<file path="src/rtl/receiver.sv">
// USART receive path.
// Oversamples RxD at 16x baud, recovers start/data/parity/stop, checks
// framing and parity, and queues completed frames in a 2-entry buffer
// that the register block reads through UDR.
//
// Ports
//   i_fosk    system clock, all logic on the rising edge
//   i_rst     synchronous active-high reset
//   i_RXEN    receiver enable; low clears FSM, buffer and DOR
//   i_rxclk   one-cycle enable at 16x baud
//   i_RxD     asynchronous serial input, idle high
//   i_ucsz    character size code (000=5 .. 011=8, 111=9, others 8)
//   i_upm     parity mode (0x none, 10 even, 11 odd)
//   i_re_udr  UDR read strobe, pops the buffer head
//   o_udr     head data [7:0]
//   o_rxb8    head data bit 8
//   o_rxc     buffer non-empty
//   o_fe      head framing error
//   o_upe     head parity error
//   o_dor     data overrun, sticky until the next accepted pop
//
// state  | meaning
// IDLE   | waiting for a 1->0 edge on the synchronised line
// START  | validating the start bit at its centre
// DATA   | shifting in data bits, LSB first
// PARITY | capturing and checking the parity bit
// STOP   | checking the first stop bit and pushing the frame
module receiver #(
  parameter int SYNC_STAGES = 2
) (
  input  logic       i_fosk,
  input  logic       i_rst,
  input  logic       i_RXEN,
  input  logic       i_rxclk,
  input  logic       i_RxD,
  input  logic [2:0] i_ucsz,
  input  logic [1:0] i_upm,
  input  logic       i_re_udr,
  output logic [7:0] o_udr,
  output logic       o_rxb8,
  output logic       o_rxc,
  output logic       o_fe,
  output logic       o_upe,
  output logic       o_dor
);

  typedef enum logic [2:0] {IDLE, START, DATA, PARITY, STOP} state_t;

  logic [SYNC_STAGES-1:0] sync_q;
  logic                   rxd_s;
  logic                   rxd_prev_q;
  logic                   s7_q, s8_q;
  logic                   maj;

  state_t     state_q, state_d;
  logic [3:0] cnt_q, cnt_d;
  logic [3:0] bit_cnt_q, bit_cnt_d;
  logic [3:0] nbits_q, nbits_d;
  logic       par_en_q, par_en_d;
  logic       par_odd_q, par_odd_d;
  logic [8:0] data_q, data_d;
  logic       upe_q, upe_d;
  logic       push, push_fe;

  // Buffer entries are {data[7:0], rxb8, fe, upe}; empty slots hold zero so
  // the head register drives the outputs directly.
  logic [10:0] head_q, tail_q;
  logic [1:0]  count_q;
  logic        dor_q;
  logic        pop, push_ok;
  logic [10:0] new_entry;

  function automatic logic [3:0] frame_bits(input logic [2:0] ucsz);
    case (ucsz)
      3'b000:  return 4'd5;
      3'b001:  return 4'd6;
      3'b010:  return 4'd7;
      3'b111:  return 4'd9;
      default: return 4'd8;
    endcase
  endfunction

  assign rxd_s = sync_q[SYNC_STAGES-1];

  // Synchroniser and edge-detect history keep running while disabled so a
  // re-enabled receiver sees the true line level.
  always_ff @(posedge i_fosk) begin
    if (i_rst) begin
      sync_q     <= '1;
      rxd_prev_q <= 1'b1;
    end else begin
      sync_q <= {sync_q[SYNC_STAGES-2:0], i_RxD};
      if (i_rxclk) rxd_prev_q <= rxd_s;
    end
  end

  // Samples at ticks 7 and 8; tick 9 uses the live value for the vote.
  always_ff @(posedge i_fosk) begin
    if (i_rst) begin
      s7_q <= 1'b0;
      s8_q <= 1'b0;
    end else if (i_rxclk) begin
      if (cnt_q == 4'd7) s7_q <= rxd_s;
      if (cnt_q == 4'd8) s8_q <= rxd_s;
    end
  end

  assign maj = (s7_q & s8_q) | (s7_q & rxd_s) | (s8_q & rxd_s);

  always_ff @(posedge i_fosk) begin
    if (i_rst || !i_RXEN) begin
      state_q   <= IDLE;
      cnt_q     <= '0;
      bit_cnt_q <= '0;
      nbits_q   <= 4'd8;
      par_en_q  <= 1'b0;
      par_odd_q <= 1'b0;
      data_q    <= '0;
      upe_q     <= 1'b0;
    end else begin
      state_q   <= state_d;
      cnt_q     <= cnt_d;
      bit_cnt_q <= bit_cnt_d;
      nbits_q   <= nbits_d;
      par_en_q  <= par_en_d;
      par_odd_q <= par_odd_d;
      data_q    <= data_d;
      upe_q     <= upe_d;
    end
  end

  always_comb begin
    state_d   = state_q;
    cnt_d     = cnt_q;
    bit_cnt_d = bit_cnt_q;
    nbits_d   = nbits_q;
    par_en_d  = par_en_q;
    par_odd_d = par_odd_q;
    data_d    = data_q;
    upe_d     = upe_q;
    push      = 1'b0;
    push_fe   = 1'b0;

    if (i_rxclk) begin
      cnt_d = cnt_q + 4'd1;
      case (state_q)
        IDLE: begin
          if (rxd_prev_q && !rxd_s) begin
            state_d   = START;
            cnt_d     = '0;
            bit_cnt_d = '0;
            data_d    = '0;
            upe_d     = 1'b0;
            nbits_d   = frame_bits(i_ucsz);
            par_en_d  = i_upm[1];
            par_odd_d = i_upm[0];
          end
        end
        START: begin
          if (cnt_q == 4'd9) begin
            state_d   = maj ? IDLE : DATA;
            bit_cnt_d = '0;
          end
        end
        DATA: begin
          if (cnt_q == 4'd9) begin
            data_d[bit_cnt_q] = maj;
            bit_cnt_d         = bit_cnt_q + 4'd1;
            if (bit_cnt_q == nbits_q - 4'd1)
              state_d = par_en_q ? PARITY : STOP;
          end
        end
        PARITY: begin
          if (cnt_q == 4'd9) begin
            // Unused upper data bits are zero, so the full-width XOR is safe.
            upe_d   = maj ^ (^data_q) ^ par_odd_q;
            state_d = STOP;
          end
        end
        STOP: begin
          // Leave mid-stop-bit so a back-to-back start edge is not missed.
          if (cnt_q == 4'd9) begin
            push    = 1'b1;
            push_fe = ~maj;
            state_d = IDLE;
          end
        end
        default: state_d = IDLE;
      endcase
    end
  end

  assign new_entry = {data_q[7:0], data_q[8], push_fe, upe_q};
  assign pop       = i_re_udr && (count_q != 2'd0);
  assign push_ok   = push && ((count_q != 2'd2) || pop);

  always_ff @(posedge i_fosk) begin
    if (i_rst || !i_RXEN) begin
      head_q  <= '0;
      tail_q  <= '0;
      count_q <= '0;
      dor_q   <= 1'b0;
    end else begin
      if (pop && push) begin
        if (count_q == 2'd1) begin
          head_q <= new_entry;
        end else begin
          head_q <= tail_q;
          tail_q <= new_entry;
        end
      end else if (pop) begin
        head_q  <= tail_q;
        tail_q  <= '0;
        count_q <= count_q - 2'd1;
      end else if (push_ok) begin
        if (count_q == 2'd0) head_q <= new_entry;
        else                 tail_q <= new_entry;
        count_q <= count_q + 2'd1;
      end

      if (push && !push_ok) dor_q <= 1'b1;
      else if (pop)         dor_q <= 1'b0;
    end
  end

  assign o_udr  = head_q[10:3];
  assign o_rxb8 = head_q[2];
  assign o_fe   = head_q[1];
  assign o_upe  = head_q[0];
  assign o_rxc  = (count_q != 2'd0);
  assign o_dor  = dor_q;

endmodule

</file>
<file path="config.mk">
export PLATFORM = sky130hd
export DESIGN_NAME = receiver
export DESIGN_NICKNAME = d
export VERILOG_FILES = /design/src/rtl/receiver.sv
export SDC_FILE = /design/constraint.sdc
export NUM_CORES = 1
export LEC_CHECK = 0
export ABC_AREA = 1
export CAP_MARGIN = 20
export CELL_PAD_IN_SITES_DETAIL_PLACEMENT = 0
export CELL_PAD_IN_SITES_GLOBAL_PLACEMENT = 1
export CORE_ASPECT_RATIO = 0.7
export CORE_MARGIN = 3
export CORE_UTILIZATION = 36
export CTS_BUF_LIST = sky130_fd_sc_hd__clkbuf_2
export DETAILED_ROUTE_END_ITERATION = 16
export GPL_ROUTABILITY_DRIVEN = 0
export PLACE_DENSITY_LB_ADDON = 0.1
export SLEW_MARGIN = 40
export SYNTH_ARGS = -nofsm -noshare
export SYNTH_HDL_FRONTEND = slang
export SYNTH_SLANG_ARGS = --single-unit
</file>
<file path="constraint.sdc">
create_clock -name i_fosk -period 2.68 [get_ports i_fosk]
set_input_delay 0.402 -clock i_fosk [delete_from_list [all_inputs] [get_ports i_fosk]]
set_output_delay 0.402 -clock i_fosk [all_outputs]
set_load 0.01 [all_outputs]
</file>
* Yosys cells after proc, flatten, opt, wreduce, memory -nomap -nowiden
Index checks and enable logic that the tools add are counted.
Storage, ports and cells: flip-flop bits (word level) 57, input bits 11, output and inout bits 13, logic and storage cells 131
Cells by class: add/subtract/negate cells 5, order comparisons 2, equality and inequality tests 21, mux-type cells 45, bitwise gates (word level) 9, reduce and logical (&&, ||, !) cells 33
Operators with widths (count):
- $mux W11 | 10
- $mux W3 | 7
- $mux W4 | 5
- $mux W9 | 2
- $pmux W9 S2 | 1
- $ne A2 B2 Y1 const B | 8
- $pmux W4 S4 | 1
- $pmux W3 S5 | 1
- $pmux W4 S3 | 1
- $mux W1 | 11
- $reduce_bool A2 Y1 | 5
- $bwmux W9 | 1
- $eq A3 B2 Y1 const B | 3
- $reduce_bool A3 Y1 | 3
- $reduce_xor A9 Y1 | 1
- $add A4 B1 Y4 const B | 2
- $eq A4 B4 Y1 const B | 2
- $reduce_and A2 Y1 | 4
- $reduce_and A4 Y1 | 2
- $reduce_and A7 Y1 | 1
- $eq A3 B1 Y1 const B | 2
- $eq A3 B3 Y1 const B | 2
- $logic_and A1 B1 Y1 | 6
- $logic_not A3 Y1 | 2
- other kinds (21) | 32

* Depth between registers and ports, before layout
Gate-level depths: netlist of run 1.
depth in word-level cells 11, mapped depth 12, mapped depth without buffers 12

* Worst setup path before layout of run 1
OpenSTA, ideal clock, no wires.
kind register to register, from register count_q[0], to register tail_q[4], data arrival time 1.559 ns, data required time 2.564 ns, setup slack 1.005 ns, cell stages (with the launch flop) 11, path buffers 0, clock period less this slack 1.675 ns, cell sequence dfxtp_1 -> inv_1 -> ha_1 -> inv_1 -> nand2_4 -> nor2_4 -> nand2_1 -> nand3_4 -> clkinv_2 -> o21ai_0 -> nor2_1
On the way: word-level cells in the longest chain between the ends 6, elaborated cells between the ends (all ways) 14, those cells by class 4 x eq/ne; 2 x mux; 8 x reduce/logical
RTL lines:
- start, declared | line 68 | logic [1:0] count_q;
- start signal, assigned | line 214 | count_q <= count_q - 2'd1;
- start signal, assigned | line 218 | count_q <= count_q + 2'd1;
- $reduce_bool A2 Y1 (*)
- net o_rxc | line 41 | output logic o_rxc,
- $logic_and A1 B1 Y1 (*) | line 194 | assign pop = i_re_udr && (count_q != 2'd0);
- $logic_or A1 B1 Y1 | line 195 | assign push_ok = push && ((count_q != 2'd2) || pop);
- $logic_and A1 B1 Y1 | line 195
- $reduce_bool A3 Y1 (no source line)
- $reduce_and A3 Y1 (no source line)
- end signal, assigned | line 209 | tail_q <= new_entry;
- end signal, assigned | line 217 | else tail_q <= new_entry;
- end, declared | line 67 | logic [10:0] head_q, tail_q;
The timed path passes the listed nets; every way through them passes the cells marked *. A chain may end at the register's enable or synchronous reset.

* Worst setup path in the final report of run 1
from register count_q[0], to output port o_rxc
On the way: word-level cells in the longest chain between the ends 1
RTL lines:
- $reduce_bool A2 Y1 | line 230 | assign o_rxc = (count_q != 2'd0);
- end, declared | line 41
Every way passes these cells.

==> results.toml, run 1 <==
[worst_setup_path]
critical_path_arrival_ps = 1970
r2r-end = "tail_q[5]"
reg2reg_depth = 10
reg2reg_from = "count_q[0]"
crit_path_end_kind = "output port"
critPathLaunchType = "flip-flop"
r2r_setup_slack_ps = 670
cp.required_ps = 2280
critPathKind = "flip-flop to output port"
path_max_fanout = 4

[logic_synthesis]
synth-seq-area-share = 0.346
postSynthNetCount = 502
yosysWarnings = 0
syn_area_per_cell_um2 = 6.86
synthesis.area_um2 = 3290
synth_edf_count = 0
synth_ff_type = "dfxtp_1"
async_flop_share = 0
ys_seq_elements = 57
synth.area.top_cells = "dfxtp_1, nand2_1, nor2_1"
synth_cells = 480
yosysTopAreaCellShare = 0.346
yosysUniqueCellTypes = 42
yosysTopAreaCell = "dfxtp_1"

[pwr]
clkPwrFrac = 0.309
power.leakage_nw = 1.49
pwr-share-comb = 0.066
vdd_ir_drop_max_v = 0.000236
p_per_area_nw_per_um2 = 370
p_sw_frac = 0.272
seq_power_share = 0.625
p_int_mw = 1.00
switching_power_mw = 0.374

[clock_tree]
cts_hold_buffers = 0
cts_resized = 0
cts.path.max_buffers = 2
cts_root_buf = "clkbuf_2"
cts_tree = "built"
cts.sinks = 57
clk_pin_slew_ps = 160
cts_buffers = 9
clock_latency_ps = 480
htreeDepth = 3
post-cts-setup-buffers = 0

[drt]
dr.pass1.iters = 4
drc = 0
drt_iter0_markers = 137
wl_per_cell_um = 13.0
via_count = 3009
wl_mm = 8.21
detail-route-antenna-nets = 0
viasPerCell = 4.77

[sta]
hold_viol = 0
rsz0062_at_grt = "no"
worst_pin_slew_ps = 490
fin_crit_ps = 2370
holdWs_ps = 434
timing.fmax_mhz = 421
drv_slew = 0
max_slew_margin = 0.673
setup_viol = 0
fin_crit_sh = 0.886
clock_skew_ps = 16.6
finalSetupTns_ps = 0

[floorplan]
coreArea_um2 = 8690
die_x_um = 120
ios = 24
initial_core_util = 0.379
die-area_um2 = 10400
die_h_um = 86.0
std_cell_rows = 28

[global_route]
grt_pass1_vias = 2873
grt_use_total = 0.173
grt_max_degree = 28
antenna_found_initial = 0
grt_overflow = 0
grt_pass1_wl_mm = 14.1

[min_path]
min_from = "sync_q[0]"
whs_endpoint = "sync_q[1]"
hold_depth = 1
hp-class = "flip-flop to flip-flop"

[final_layout]
final_cell_count_no_fill = 631
drive_gt1_frac = 0.112
antenna_cells = 0
synthToLayoutAreaGrowth_pct = 12.8
postLayoutCellArea_um2 = 3710
mostFrequentLayoutCells = "nand2_1, nor2_1, inv_1, dfxtp_1, o21ai_0"
final_common_cell = "nand2_1"
layout.nets = 528

[run_status]
outcome = "complete, no violations"

[run]
cap_violations = 0

[place]
placed_area_um2 = 3640
dp.cells = 615
io_buffer_count = 23
dp_hpwl_mm = 6.07
-- flip-flops by register name, indices dropped and copies added, names as in the netlist --
| register | cells |
|---|---|
| bit_cnt_q | 4 |
| cnt_q | 4 |
| count_q | 2 |
| data_q | 9 |
| head_q | 11 |
| nbits_q | 4 |
| o_dor | 1 |
| par_en_q | 1 |
| par_odd_q | 1 |
| rxd_prev_q | 1 |
| s7_q | 1 |
| s8_q | 1 |
| state_q | 3 |
| sync_q | 2 |
| tail_q | 11 |
| upe_q | 1 |
-- stage by stage --
step | util | power, mW | setup slack (ps)
after floorplan | - | 0.931 | 1010
after global placement | 0.419 | 0.967 | 455
after detailed placement | 0.419 | 0.967 | 440
after CTS | 0.427 | 1.41 | 240
after global routing | 0.428 | 1.46 | 132
final | 0.428 | 1.37 | 306
-- power groups by stage --
stage | clock, mW | combinational [mW] | sequential [mW]
4_1_cts | 0.463 | 0.0907 | 0.859
6_report | 0.425 | 0.0901 | 0.859
3_5_place_dp | 0 | 0.0901 | 0.877
5_1_grt | 0.494 | 0.102 | 0.861
3_3_place_gp | 0 | 0.0899 | 0.877
2_1_floorplan | 0 | 0.0555 | 0.876
-- worst max-delay path, cell delays in order (launching register included) --
cell,delay [ps]
dfxtp_1,380
inv_1,90
ha_1,190
inv_1,230
clkdlybuf4s50_1,600
-- worst max-delay path by stage --
stage,end,cells past startpoint,slack (ps),startpoint
floorplan,tail_q[4],10,1010,count_q[0]
global placement,head_q[1],10,460,i_rxclk
detailed placement,head_q[1],10,440,i_rxclk
CTS,o_rxc,4,240,count_q[0]
global route,o_rxc,4,130,count_q[0]
finish,o_rxc,4,310,count_q[0]
-- layout make-up --
cell class	instances	area (um2)
clock inverter	6	25.0
sequential	57	1140
inverter	67	253
timing repair buffer	29	275
multi-input combinational	342	1820
fill	954	4970
clock buffer	10	50.0
tap	120	150
-- metal layers --
| layer | track usage | part of all wire | vias to the layer above |
|---|---|---|---|
| met2 | 0.229 | 0.38 | 44 |
| met1 | 0.266 | 0.58 | 1346 |
| met4 | 0.0525 | 0.0068 | 0 |
| met5 | 0 | 0 | - |
| li1 | - | - | 1611 |
| met3 | 0.0468 | 0.042 | 8 |
-- cell usage after synthesis, types with 2 or more instances --
cell / instances
xor2_1: 5
nor2_2: 2
o21ai_1: 16
o211ai_1: 5
a21oi_2: 2
dfxtp_1: 57
o221ai_1: 7
nor4_1: 2
inv_2: 9
nor2_4: 3
nand3_1: 15
or2_2: 3
buf_2: 3
nand2_1: 94
o21ai_0: 42
nand2_4: 4
xnor2_1: 2
inv_1: 57
clkbuf_1: 7
a211oi_1: 3
buf_6: 3
nand2_2: 6
a21oi_1: 39
ha_1: 11
nor3_1: 8
nor3b_1: 2
nor2_1: 58
-- cell families (layout without fill, tap and decap cells) --
group	after synthesis	in the layout	synth area share
adder cells (fa/ha/maj)	11	11	0.0418
buffers and inverters	81	112	0.102
flip-flops	57	57	0.346
AND/OR/NAND/NOR	205	205	0.287
AO/OA/AOI/OAI	119	119	0.205
XOR/XNOR	7	7	0.0186
No activity file was read; power rests on OpenSTA's default activity.
==> inputs of run 2 (changes only) <==
--- a/config.mk
+++ b/config.mk
@@ -14,6 +14,7 @@
 export CORE_UTILIZATION = 36
 export CTS_BUF_LIST = sky130_fd_sc_hd__clkbuf_2
 export DETAILED_ROUTE_END_ITERATION = 16
+export DONT_BUFFER_PORTS = 1
 export GPL_ROUTABILITY_DRIVEN = 0
 export PLACE_DENSITY_LB_ADDON = 0.1
 export SLEW_MARGIN = 40
==> results.toml, run 2 (same netlist as run 1, synthesis figures left out) <==
[worst_setup_path]
cp.required_ps = 3090
critPathBufInv = 3
critPathKind = "flip-flop to flip-flop"
crit_path_end_kind = "flip-flop"
critPathLaunchType = "flip-flop"
crit_chain = "inv_1 > ha_1 > inv_1 > nand2_4 > nor2_4 > nand2_1 > nand3_4 > clkinv_2 > o21ai_1 > a21oi_1"
crit_family = "simple AND/OR/NAND/NOR gates"
path_max_fanout = 13
crit_slowest_cell = "dfxtp_1"
slowest_delay_ps = 380
critical_path_arrival_ps = 2590
crit_top_cell = "inv_1"

[sta]
drv_slew = 0
clock_skew_ps = 25.8
timing.fmax_mhz = 459
hold_viol = 0
setup_viol = 0
worst_pin_slew_ps = 709
finalSetupTns_ps = 0
rsz0062_at_grt = "no"
holdWs_ps = 55.0
fin_crit_sh = 0.813
fin_crit_ps = 2180
max_slew_margin = 0.527
layout_setup_ws_ps = 501

[clock_tree]
cts_tree = "built"
clk_pin_slew_ps = 150
cts.path.max_buffers = 2
cts.sinks = 57
htreeDepth = 3
cts_buffers = 9
clock_latency_ps = 530
cts_root_buf = "clkbuf_2"
post-cts-setup-buffers = 0

[final_layout]
antenna_cells = 0
reg_top3 = "head_q: 11 flops, tail_q: 11 flops, data_q: 9 flops"
postLayoutCellArea_um2 = 3580
mostFrequentLayoutCells = "nand2_1, nor2_1, inv_1, dfxtp_1, o21ai_0"
final_util = 0.412
drive_gt1_frac = 0.117
layout.nets = 512
final_common_cell = "nand2_1"
synthToLayoutAreaGrowth_pct = 8.55

[min_path]
hp-class = "input port to flip-flop"

[global_route]
grt_max_degree = 24
grt_pass1_vias = 2860
grt_overflow = 0
antenna_found_initial = 0
grt_use_total = 0.177
grt_pass1_wl_mm = 14.4

[drt]
via_count = 2972
viasPerCell = 4.83
detail-route-antenna-nets = 0
wl_mm = 8.26
wl_per_cell_um = 13.4
dr.pass1.iters = 4
drt_iter0_markers = 179
drc = 0

[pwr]
p_per_area_nw_per_um2 = 416
power.leakage_nw = 1.45
vdd_ir_drop_max_v = 0.000197

[floorplan]
initial_core_util = 0.379
ios = 24
die_x_um = 120
coreArea_um2 = 8690
die_h_um = 86.0
die-area_um2 = 10400
std_cell_rows = 28

[place]
io_buffer_count = 0
dp_slack_ps = 482
dp_hpwl_mm = 6.11
placed_area_um2 = 3410

[run_status]
outcome = "complete, no violations"

[run]
cap_violations = 0
[run 2: path summary, 6_finish.rpt]
path | start | to | slack, ps | depth (start not counted)
hold reg to reg | sync_q[0] | sync_q[1] | 430 | 1
setup / recovery | count_q[1] | tail_q[0] | 500 | 10
setup reg to reg | count_q[1] | tail_q[0] | 500 | 10
hold / removal | i_ucsz[2] | nbits_q[3] | 50 | 2
[run 2: power breakdown]
part           internal (mW)  total [mW]  switching (mW)
clock                  0.213       0.548           0.335
sequential             0.854       0.859         0.00552
combinational         0.0291      0.0791          0.0499
[run 2: layout make-up]
type,count,area [um2]
Multi-Input combinational cell,342,1820
Tap cell,120,150
Fill cell,947,5110
Clock buffer,11,55.1
Clock inverter,5,46.3
Inverter,67,253
Timing Repair Buffer,13,113
Sequential cell,57,1140
[run 2: per-stage QoR]
step / cells / power, mW
final: 615 / 1.49
after global routing: 615 / 1.56
after CTS: 615 / 1.52
after detailed placement: 593 / 0.947
after global placement: 593 / 0.948
after floorplan: 480 / 0.931
[run 2: timing repair]
action,in CTS,in global routing
hold buffers,6,0
gates resized for setup,0,0
endpoints found under the hold margin,10,0
[run 2: routing by layer]
metal	up-vias	global-route usage	share of wire
met3	10	0.0527	0.043
met5	-	0	0
met2	41	0.245	0.38
met1	1333	0.261	0.57
li1	1588	-	-
met4	0	0.0556	0.012
==> inputs of run 3 (changes only) <==
==> constraint.sdc (replaced) <==
create_clock -name i_fosk -period 2.1 [get_ports i_fosk]
set_input_delay 0.315 -clock i_fosk [delete_from_list [all_inputs] [get_ports i_fosk]]
set_output_delay 0.315 -clock i_fosk [all_outputs]
set_load 0.01 [all_outputs]
==> results.toml, run 3 (same netlist as run 1, synthesis figures left out) <==
[floorplan]
die_h_um = 86.0
ios = 24
die_x_um = 120
std_cell_rows = 28
coreArea_um2 = 8690
die-area_um2 = 10400
initial_core_util = 0.379

[place]
dp_hpwl_mm = 6.08
dp_slack_ps = 314
io_buffer_count = 0
dp.cells = 595

[clock_tree]
cts.sinks = 57
htreeDepth = 3
cts_tree = "built"
clk_pin_slew_ps = 160
cts_root_buf = "clkbuf_2"
cts.path.max_buffers = 2
clock_latency_ps = 530
cts_buffers = 9

[sta]
holdWs_ps = 57.7
drv_slew = 0
finalSetupTns_ps = 0
worst_pin_slew_ps = 453
timing.fmax_mhz = 532
clock_skew_ps = 26.6
layout_setup_ws_ps = 220
max_slew_margin = 0.697
hold_viol = 0
rsz0062_at_grt = "no"
fin_crit_ps = 1880
fin_crit_sh = 0.895
setup_viol = 0

[pwr]
p_int_mw = 1.40
p_sw_frac = 0.262
vdd_ir_drop_max_v = 0.000239
pwr-share-comb = 0.057
switching_power_mw = 0.499
clkPwrFrac = 0.366
seq_power_share = 0.577
p_per_area_nw_per_um2 = 521
power.leakage_nw = 1.49

[run_status]
outcome = "complete, no violations"

[worst_setup_path]
critical_path_arrival_ps = 2350
path_max_fanout = 6
crit_path_end_kind = "flip-flop"
critPathLaunchType = "flip-flop"
cp.required_ps = 2570
critPathKind = "flip-flop to flip-flop"

[global_route]
grt_use_total = 0.176
grt_pass1_wl_mm = 14.4
grt_overflow = 0
grt_pass1_vias = 2959
antenna_found_initial = 0
grt_max_degree = 24

[drt]
drt_iter0_markers = 170
dr.pass1.iters = 4
wl_mm = 8.30
viasPerCell = 4.77
wl_per_cell_um = 13.3
detail-route-antenna-nets = 0
drc = 0
via_count = 2969

[final_layout]
drive_gt1_frac = 0.125
final_common_cell = "nand2_1"
reg_top3 = "head_q: 11 flops, tail_q: 11 flops, data_q: 9 flops"
synthToLayoutAreaGrowth_pct = 10.7
layout.nets = 520
antenna_cells = 0
mostFrequentLayoutCells = "nand2_1, nor2_1, inv_1, dfxtp_1, o21ai_0"
final_cell_count_no_fill = 623

[run]
cap_violations = 0

[min_path]
hp-class = "input port to flip-flop"
run 3: timing repair:
item | in CTS | in global routing
setup buffers | 0 | 3
endpoints found under the setup margin | 0 | 1
resized for setup | 0 | 1
hold endpoints to repair | 14 | 0
hold buffers | 9 | 0
run 3: cell type report:
class	count	area, um2
Clock buffer	11	55.1
Tap cell	120	150
Timing Repair Buffer	21	180
Sequential cell	57	1140
Inverter	67	253
Clock inverter	5	46.3
Multi-Input combinational cell	342	1820
Fill cell	948	5040
run 3: layer usage:
metal	up-vias	routed length [um]	global-route usage
met1	1318	4630	0.262
met3	6	508	0.0613
met2	50	3100	0.240
met5	-	0	0
met4	0	68	0.0401
li1	1595	-	-
run 3: per-stage QoR:
stage / util / cell area (um2) / total power [mW]
after floorplan: - / 3290 / 1.19
after global routing: 0.420 / 3650 / 1.99
final: 0.420 / 3650 / 1.90
after detailed placement: 0.395 / 3430 / 1.21
after CTS: 0.417 / 3620 / 1.93
after global placement: 0.395 / 3430 / 1.21
run 3: power by group through the flow:
stage                     Combinational, mW  Clock, mW  Sequential [mW]
after floorplan                      0.0708          0             1.12
after global placement               0.0895          0             1.12
after detailed placement             0.0899          0             1.12
after CTS                             0.106      0.728             1.10
after global routing                  0.122      0.771             1.10
final                                 0.109      0.695             1.10
run 3: final timing paths:
path / cells past startpoint / end / startpoint / slack, ps
max: 8 / nbits_q[0] / state_q[0] / 220
min: 3 / cnt_q[1] / i_rxclk / 60
max reg2reg: 8 / nbits_q[0] / state_q[0] / 220
min reg2reg: 1 / sync_q[1] / sync_q[0] / 430
run 3: critical path: stages, from the launching register on:
cell and delay (ps):
dfxtp_1 360, inv_2 100, nand2_2 90, nor2_4 180, nand2_2 120, nor2_4 190, o21ai_0 100, a31oi_1 140
dlygate4sd3_1 550
